`config.mk`:
```
export PLATFORM = sky130hd
export DESIGN_NAME = papuf_eval_ctrl
export DESIGN_NICKNAME = d
export VERILOG_FILES = /design/src/rtl/papuf_pkg.sv /design/src/rtl/papuf_maj_vote.sv /design/src/rtl/papuf_eval_ctrl.sv
export SDC_FILE = /design/constraint.sdc
export NUM_CORES = 1
export LEC_CHECK = 0
export CORE_MARGIN = 2
export CORE_UTILIZATION = 30
export DETAILED_ROUTE_END_ITERATION = 16
export PLACE_DENSITY = 0.49
export SETUP_SLACK_MARGIN = 0.5
export SLEW_MARGIN = 20
export SYNTH_ARGS = -nofsm -noshare
export SYNTH_HDL_FRONTEND = slang
export SYNTH_SLANG_ARGS = --single-unit
```
`constraint.sdc`:
```
create_clock -name clk -period 5.95 [get_ports clk]
set_clock_uncertainty 0.05 [all_clocks]
set_input_delay 1.19 -clock clk [delete_from_list [all_inputs] [get_ports clk]]
set_output_delay 1.19 -clock clk [all_outputs]
set_load 0.01 [all_outputs]
```
`src/rtl/papuf_pkg.sv`:
```
// Shared definitions for the PA-PUF evaluation controller.
// Holds the default array widths, the controller state type and the
// majority threshold helper used by the per-bit voters.
package papuf_pkg;

  localparam int unsigned CW_DEF = 16;
  localparam int unsigned RW_DEF = 16;
  // Ones-counter and eval-counter width; covers NEVAL up to 15.
  localparam int unsigned CNT_W  = 4;

  typedef enum logic [2:0] {
    S_IDLE,
    S_APPLY,
    S_PULSE,
    S_SETTLE,
    S_SAMPLE,
    S_DONE
  } state_t;

  // A bit votes 1 when its ones-count exceeds this value.
  function automatic int unsigned maj_thresh(input int unsigned neval);
    return neval / 2;
  endfunction

endpackage

```
`src/rtl/papuf_maj_vote.sv`:
```
// Per-bit majority voter for the PA-PUF evaluation controller.
// Ports:
//   clk, rst    clock and synchronous active-high reset
//   clear       zero the ones-counter (new command)
//   inc         add sample into the ones-counter (SAMPLE cycle)
//   sample      synchronized response bit
//   vote_c      majority value including the current sample
//   unstable_c  samples disagree, including the current sample
module papuf_maj_vote
  import papuf_pkg::*;
#(
  parameter int unsigned NEVAL = 5
) (
  input  logic clk,
  input  logic rst,
  input  logic clear,
  input  logic inc,
  input  logic sample,
  output logic vote_c,
  output logic unstable_c
);

  logic [CNT_W-1:0] cnt;
  logic [CNT_W-1:0] sum;

  // Count as it will stand once this cycle's sample is added, so the top
  // can register the final vote on the same edge as the last sample.
  assign sum = cnt + CNT_W'(sample);

  always_ff @(posedge clk) begin
    if (rst || clear) begin
      cnt <= '0;
    end else if (inc) begin
      cnt <= sum;
    end
  end

  assign vote_c     = (sum > CNT_W'(maj_thresh(NEVAL)));
  assign unstable_c = (sum != '0) && (sum != CNT_W'(NEVAL));

endmodule

```
`src/rtl/papuf_eval_ctrl.sv`:
```
// PA-PUF evaluation controller: applies a challenge, pulses the array
// NEVAL times, majority-votes the synchronized responses and returns the
// voted word plus a per-bit instability mask.
// Ports:
//   clk, rst                              clock, synchronous active-high reset
//   cmd_valid/cmd_ready/cmd_challenge      command handshake
//   puf_challenge, puf_pulse, puf_response array interface (response async)
//   out_valid/out_ready/out_data/out_unstable result handshake
//   busy                                   controller not idle
module papuf_eval_ctrl
  import papuf_pkg::*;
#(
  parameter int unsigned CW      = CW_DEF,
  parameter int unsigned RW      = RW_DEF,
  parameter int unsigned NEVAL   = 5,
  parameter int unsigned PULSE_W = 1,
  parameter int unsigned SETTLE  = 4
) (
  input  logic          clk,
  input  logic          rst,
  input  logic          cmd_valid,
  output logic          cmd_ready,
  input  logic [CW-1:0] cmd_challenge,
  output logic [CW-1:0] puf_challenge,
  output logic          puf_pulse,
  input  logic [RW-1:0] puf_response,
  output logic          out_valid,
  input  logic          out_ready,
  output logic [RW-1:0] out_data,
  output logic [RW-1:0] out_unstable,
  output logic          busy
);

  localparam int unsigned TMAX = (PULSE_W > SETTLE) ? PULSE_W : SETTLE;
  localparam int unsigned TW   = (TMAX > 1) ? $clog2(TMAX + 1) : 1;

  if ((NEVAL % 2) == 0 || NEVAL < 1 || NEVAL > 15) begin : g_bad_neval
    $error("papuf_eval_ctrl: NEVAL must be odd and within 1..15");
  end
  if (PULSE_W < 1) begin : g_bad_pulse_w
    $error("papuf_eval_ctrl: PULSE_W must be at least 1");
  end
  if (SETTLE < 3) begin : g_bad_settle
    $error("papuf_eval_ctrl: SETTLE must be at least 3");
  end

  state_t           state;
  logic [TW-1:0]    timer;
  logic [CNT_W-1:0] eval_cnt;
  logic [RW-1:0]    sync1;
  logic [RW-1:0]    sync2;
  logic [RW-1:0]    vote_c;
  logic [RW-1:0]    unstable_c;
  logic             cnt_clear;
  logic             cnt_inc;

  assign cmd_ready = (state == S_IDLE) && !rst;
  assign busy      = (state != S_IDLE);
  assign cnt_clear = (state == S_IDLE) && cmd_valid;
  assign cnt_inc   = (state == S_SAMPLE);

  for (genvar i = 0; i < RW; i++) begin : g_vote
    papuf_maj_vote #(
      .NEVAL (NEVAL)
    ) u_vote (
      .clk        (clk),
      .rst        (rst),
      .clear      (cnt_clear),
      .inc        (cnt_inc),
      .sample     (sync2[i]),
      .vote_c     (vote_c[i]),
      .unstable_c (unstable_c[i])
    );
  end

  // Controller FSM with registered array and result outputs; the response
  // synchronizer runs in every state so it is settled before SAMPLE.
  always_ff @(posedge clk) begin
    if (rst) begin
      state         <= S_IDLE;
      timer         <= '0;
      eval_cnt      <= '0;
      sync1         <= '0;
      sync2         <= '0;
      puf_challenge <= '0;
      puf_pulse     <= 1'b0;
      out_valid     <= 1'b0;
      out_data      <= '0;
      out_unstable  <= '0;
    end else begin
      sync1 <= puf_response;
      sync2 <= sync1;
      case (state)
        S_IDLE: begin
          if (cmd_valid) begin
            puf_challenge <= cmd_challenge;
            eval_cnt      <= '0;
            state         <= S_APPLY;
          end
        end
        S_APPLY: begin
          puf_pulse <= 1'b1;
          timer     <= TW'(PULSE_W - 1);
          state     <= S_PULSE;
        end
        S_PULSE: begin
          if (timer == '0) begin
            puf_pulse <= 1'b0;
            timer     <= TW'(SETTLE - 1);
            state     <= S_SETTLE;
          end else begin
            timer <= timer - TW'(1);
          end
        end
        S_SETTLE: begin
          if (timer == '0) begin
            state <= S_SAMPLE;
          end else begin
            timer <= timer - TW'(1);
          end
        end
        S_SAMPLE: begin
          eval_cnt <= eval_cnt + CNT_W'(1);
          // Last evaluation: the voters already include this sample.
          if (eval_cnt == CNT_W'(NEVAL - 1)) begin
            out_valid    <= 1'b1;
            out_data     <= vote_c;
            out_unstable <= unstable_c;
            state        <= S_DONE;
          end else begin
            state <= S_APPLY;
          end
        end
        S_DONE: begin
          if (out_ready) begin
            out_valid <= 1'b0;
            state     <= S_IDLE;
          end
        end
        default: state <= S_IDLE;
      endcase
    end
  end

endmodule

```
# After elaboration in Yosys (flattened, before gate mapping)
# Cells that the tools add are included.
[totals] ff_bits=156 input_bits=36 out_inout_bits=52 word_cells=154
[classes] n_addsub=18 order_cmp=16 n_eq_ne=28 n_mux=16 reduce_logical=50
[op_table] op="adder 4 x 1 -> 4 bit" n=16
[op_table] op="greater-than comparator 4 x 2 -> 1 bit, second input constant" n=16
[op_table] op="inequality test 4 x 3 -> 1 bit, second input constant" n=16
[op_table] op="nonzero test 4 bit" n=16
[op_table] op="2-to-1 mux 3 bit" n=7
[op_table] op="logical AND 1 bit" n=18
[op_table] op="one-hot mux 3 bit (6 select lines)" n=1
[op_table] op="inequality test 2 bit, second input constant" n=5
[op_table] op="AND reduction 2 bit" n=5
[op_table] op="one-hot mux 3 bit (3 select lines)" n=1
[op_table] op="one-hot mux 4 bit (2 select lines)" n=1
[op_table] op="equality test 3 x 2 -> 1 bit, second input constant" n=2
[op_table] op="equality test 3 bit, second input constant" n=2
[op_table] op="logical NOT 3 bit" n=2
[op_table] op="nonzero test 2 bit" n=3
[op_table] op="nonzero test 3 bit" n=2
[op_table] op="adder 4 x 1 -> 4 bit, second input constant" n=1
[op_table] op="equality test 4 x 3 -> 1 bit, second input constant" n=1
[op_table] op="2-to-1 mux 4 bit" n=1
[op_table] op="one-hot mux 1 bit (2 select lines)" n=2
[op_table] op="AND reduction 4 bit" n=1
[op_table] op="equality test 3 x 1 -> 1 bit, second input constant" n=1
[op_table] op="2-to-1 mux 1 bit" n=3
[op_table] op="AND reduction 3 bit" n=1
[op_table] op="other kinds (4)" n=4

# Depth between registers and ports, before layout
[depth] ltp_word=3 mapped_depth=8 depth_no_buf=6

# Hierarchy
# From an unflattened synthesis, not the netlist that was laid out.
[unflattened] cells_unflattened=739 area_unflattened_um2=6910.4
[by_module_without_submodules] mod="papuf_maj_vote" n_inst=16 cells_each=23 area_each_um2=221.5 seq_area_each_um2=80.1
[by_module_without_submodules] mod="papuf_eval_ctrl" n_inst=1 cells_each=371 area_each_um2=3367.0 seq_area_each_um2=1841.8

# Least setup slack after synthesis
# Ideal clock, no wire load.
[synth_path] kind="input to output" startpoint="input rst" endpoint="output cmd_ready" t_arrival_ns=1.834 t_required_ns=4.710 path_slack_ns=2.876 path_stages=3 n_path_buf=2 cell_sequence="clkbuf_1 -> clkbuf_1 -> nor2_1"
[synth_between] elab_chain_len=2
[synth_rtl] element="start, declared" line_no="papuf_eval_ctrl.sv:20" rtl="input logic rst,"
[synth_rtl] element="logical NOT 1 bit" line_no="papuf_eval_ctrl.sv:57" rtl="assign cmd_ready = (state == S_IDLE) && !rst;"
[synth_rtl] element="logical AND 1 bit" line_no="papuf_eval_ctrl.sv:57"
[synth_rtl] element="end, declared" line_no="papuf_eval_ctrl.sv:22" rtl="output logic cmd_ready,"
# Every way passes these cells.

# Worst setup path in the final report
[layout_path] startpoint="register state[0]" endpoint="output cmd_ready"
[layout_between] elab_chain_len=2
[layout_rtl] element="start, declared" line_no="papuf_eval_ctrl.sv:47" rtl="state_t state;"
[layout_rtl] element="start signal, assigned" line_no="papuf_eval_ctrl.sv:80" rtl="state <= S_IDLE;"
[layout_rtl] element="start signal, assigned" line_no="papuf_eval_ctrl.sv:98" rtl="state <= S_APPLY;"
[layout_rtl] element="start signal, assigned" line_no="papuf_eval_ctrl.sv:104" rtl="state <= S_PULSE;"
[layout_rtl] element="logical NOT 3 bit" line_no="papuf_eval_ctrl.sv:57"
[layout_rtl] element="logical AND 1 bit" line_no="papuf_eval_ctrl.sv:57"
# Every way passes these cells.

==> reports/qor.yml <==
fin_nets: 910
grt_use_total: 0.127
synth.most_common_cell: "dfxtp_1"
synth.avg_cell_area_um2: 8.52
drt_iter0_drc: 218
fp.dieArea_um2: 23000
drcViolationCount: 0
period_share: 0.566
synth-seq-cells: 156
diodes: 0
synth-seq-area-share: 0.477
ant_nets: 0
synth_enable_flop_cells: 0
synthDistinctLibCells: 34
synthXorXnorAreaFrac: 0.108
synth_fa_ha_area_frac: 0.0688
vias: 5029
wl_per_cell_um: 12.2
die_h_um: 152
place_area_um2: 7640
syn_inst: 768
syn_to_final_growth_pct: 25.7
cts-buffers-inserted: 17
p_leak_uw: 0.00301
synth-simple-area-share: 0.257
hold_path_depth: 1
syn_nets: 840
drtPass1Iterations: 5
synthTopCellsByCount: "156 x dfxtp_1, 154 x nand2_1, 88 x nor2_1"
cts_resized: 0
ys_async_sr_fraction: 0
h-tree-depth: 4
grt_pass1_vias: 4749
final_hold_viol_count: 0
ir_drop_mv: 0.178
drive_above_1_share: 0.0564
yosysTopAreaCellShare: 0.477
max_slew.worst_pin.slew_ns: 0.717
rows: 54
cp_max_fo: 15
synth_top_family_by_area: "simple AND/OR/NAND/NOR gates"
yosysTopAreaCell: "dfxtp_1"
fillers: 2270
drv_slew: 0
path_clk_slew_ns: 0.06
p_int_uw: 1770
clk_latency_ns: 0.42
worst_hold_slack_ns: 0.387
grt_max_degree: 60
pwr-share-comb: 0.069
yosysWarnings: 0
r2r_cells: 5
criticalPathCategory: "reg -> out"
maxCapViolations: 0
fin_setup_tns_ns: 0
hold_class: "reg -> reg"
synth_area_um2: 6540
critPathCaptureType: "output port"
clock_sinks: 156
layout.cells.non_filler: 1131
cts_max_path_buffers: 2
coreArea_um2: 21600
hold_buffers: 0
p_sw_uw: 545
die_width_um: 152
design_area_um2: 8230
rsz0062_at_grt: "no"
synthTopCellsByArea: "dfxtp_1 48%, nand2_1 8.8%, xnor2_1 8.6%"
port_buffers: 87
grt_pass1_wl_um: 22900
seq_power_share: 0.468
synth.area.mux_share: 0
register_area_um2: 3120
status: "complete, no violations"
grt_overflow: 0
fmax_mhz: 297
placed_cells: 1099
dp_hpwl_um: 8750
synthFlopType: "dfxtp_1"
min_period_ns: 3.37
arrival_ns: 2.13
ios: 88
p_clk_frac: 0.462
antenna_found_initial: 0
viasPerCell: 4.45
cp-start-kind: "register"
cts_tree: "built"
critPathRequiredTime_ns: 4.71
slew_headroom: 0.521
totalWireLength_um: 13800
multi_input_area_um2: 3230
setup_viol: 0
post_cts_buffers: 0
gp_congestion: 0.703
root_buffer: "clkbuf_16"
synth_compound_area_frac: 0.0572
p_sw_frac: 0.235
fin_util: 0.381
start_util: 0.303
p_per_area_nw_per_um2: 282
metal layers:
layer,part of all wire,wire length (µm),GRT usage,up-vias
li1,-,-,-,2660
met1,0.49,6710,0.163,2301
met2,0.47,6450,0.205,51
met3,0.029,397,0.0311,17
met4,0.018,250,0.0500,0
met5,0,0,0,-
power by group through the flow:
stage	logic (µW)	clock network, µW	registers (µW)
after floorplan	92.9	0	1110
after global placement	164	0	1110
after detailed placement	165	0	1110
after CTS	165	1110	1090
after global routing	181	1150	1090
final	161	1070	1090
flip-flops by register name, indices dropped and copies added (netlist names):
name,cells
state,3
g_vote.u_vote.cnt,64
timer,3
out_data,16
sync1,16
out_valid,1
sync2,16
out_unstable,16
eval_cnt,4
puf_pulse,1
puf_challenge,16
layout by cell type, fill, tap and decap left out, types with 2 or more instances in the layout:
master	n
a211oi_1	3
a21oi_1	55
a31oi_1	2
and2_1	2
buf_4	8
bufinv_16	2
clkbuf_16	17
clkdlybuf4s50_1	86
clkinv_2	3
clkinv_4	3
clkinvlp_4	3
dfxtp_1	156
ha_1	36
inv_1	6
inv_6	2
nand2_1	154
nand2b_1	2
nand3_1	20
nand3b_1	2
nor2_1	88
nor2b_1	34
nor3_1	52
nor4_1	14
nor4_2	2
o21ai_0	3
xnor2_1	64
xor2_1	17
cell type report:
class / instances / share of cell area
Clock buffer: 19 / 0.0538
Clock inverter: 13 / 0.0172
Inverter: 6 / 0.00274
Multi-Input combinational cell: 563 / 0.392
Sequential cell: 156 / 0.380
Tap cell: 280 / 0.0426
Timing Repair Buffer: 94 / 0.112
through the flow:
step	power [µW]	worst slack, ns
floorplan	1200	2.88
global placement	1270	2.29
detailed placement	1270	2.23
CTS	2360	2.55
global route	2420	2.46
finish	2320	2.58
critical path, cell delays in order (launching register included):
cell,delay (ns)
dfxtp_1,0.46
nor3_1,0.45
inv_1,0.15
nor2_1,0.11
clkdlybuf4s50_1,0.54
worst paths after layout:
check	startpoint	end	slack [ns]
max	state[0]	cmd_ready	2.58
min	sync1[6]	sync2[6]	0.39
max reg2reg	state[0]	g_vote[3].u_vote.cnt[3]	3.03
min reg2reg	sync1[6]	sync2[6]	0.39
cell families (layout without fill, tap and decap cells):
| kind of cell | Yosys count | count (layout) |
|---|---|---|
| compound gates | 69 | 69 |
| xor+xnor | 81 | 81 |
| fa+ha+maj | 36 | 36 |
| buf+inv | 49 | 132 |
| flops | 156 | 156 |
| simple gates | 377 | 377 |
Note: power is estimated with default switching activity, not from simulation.
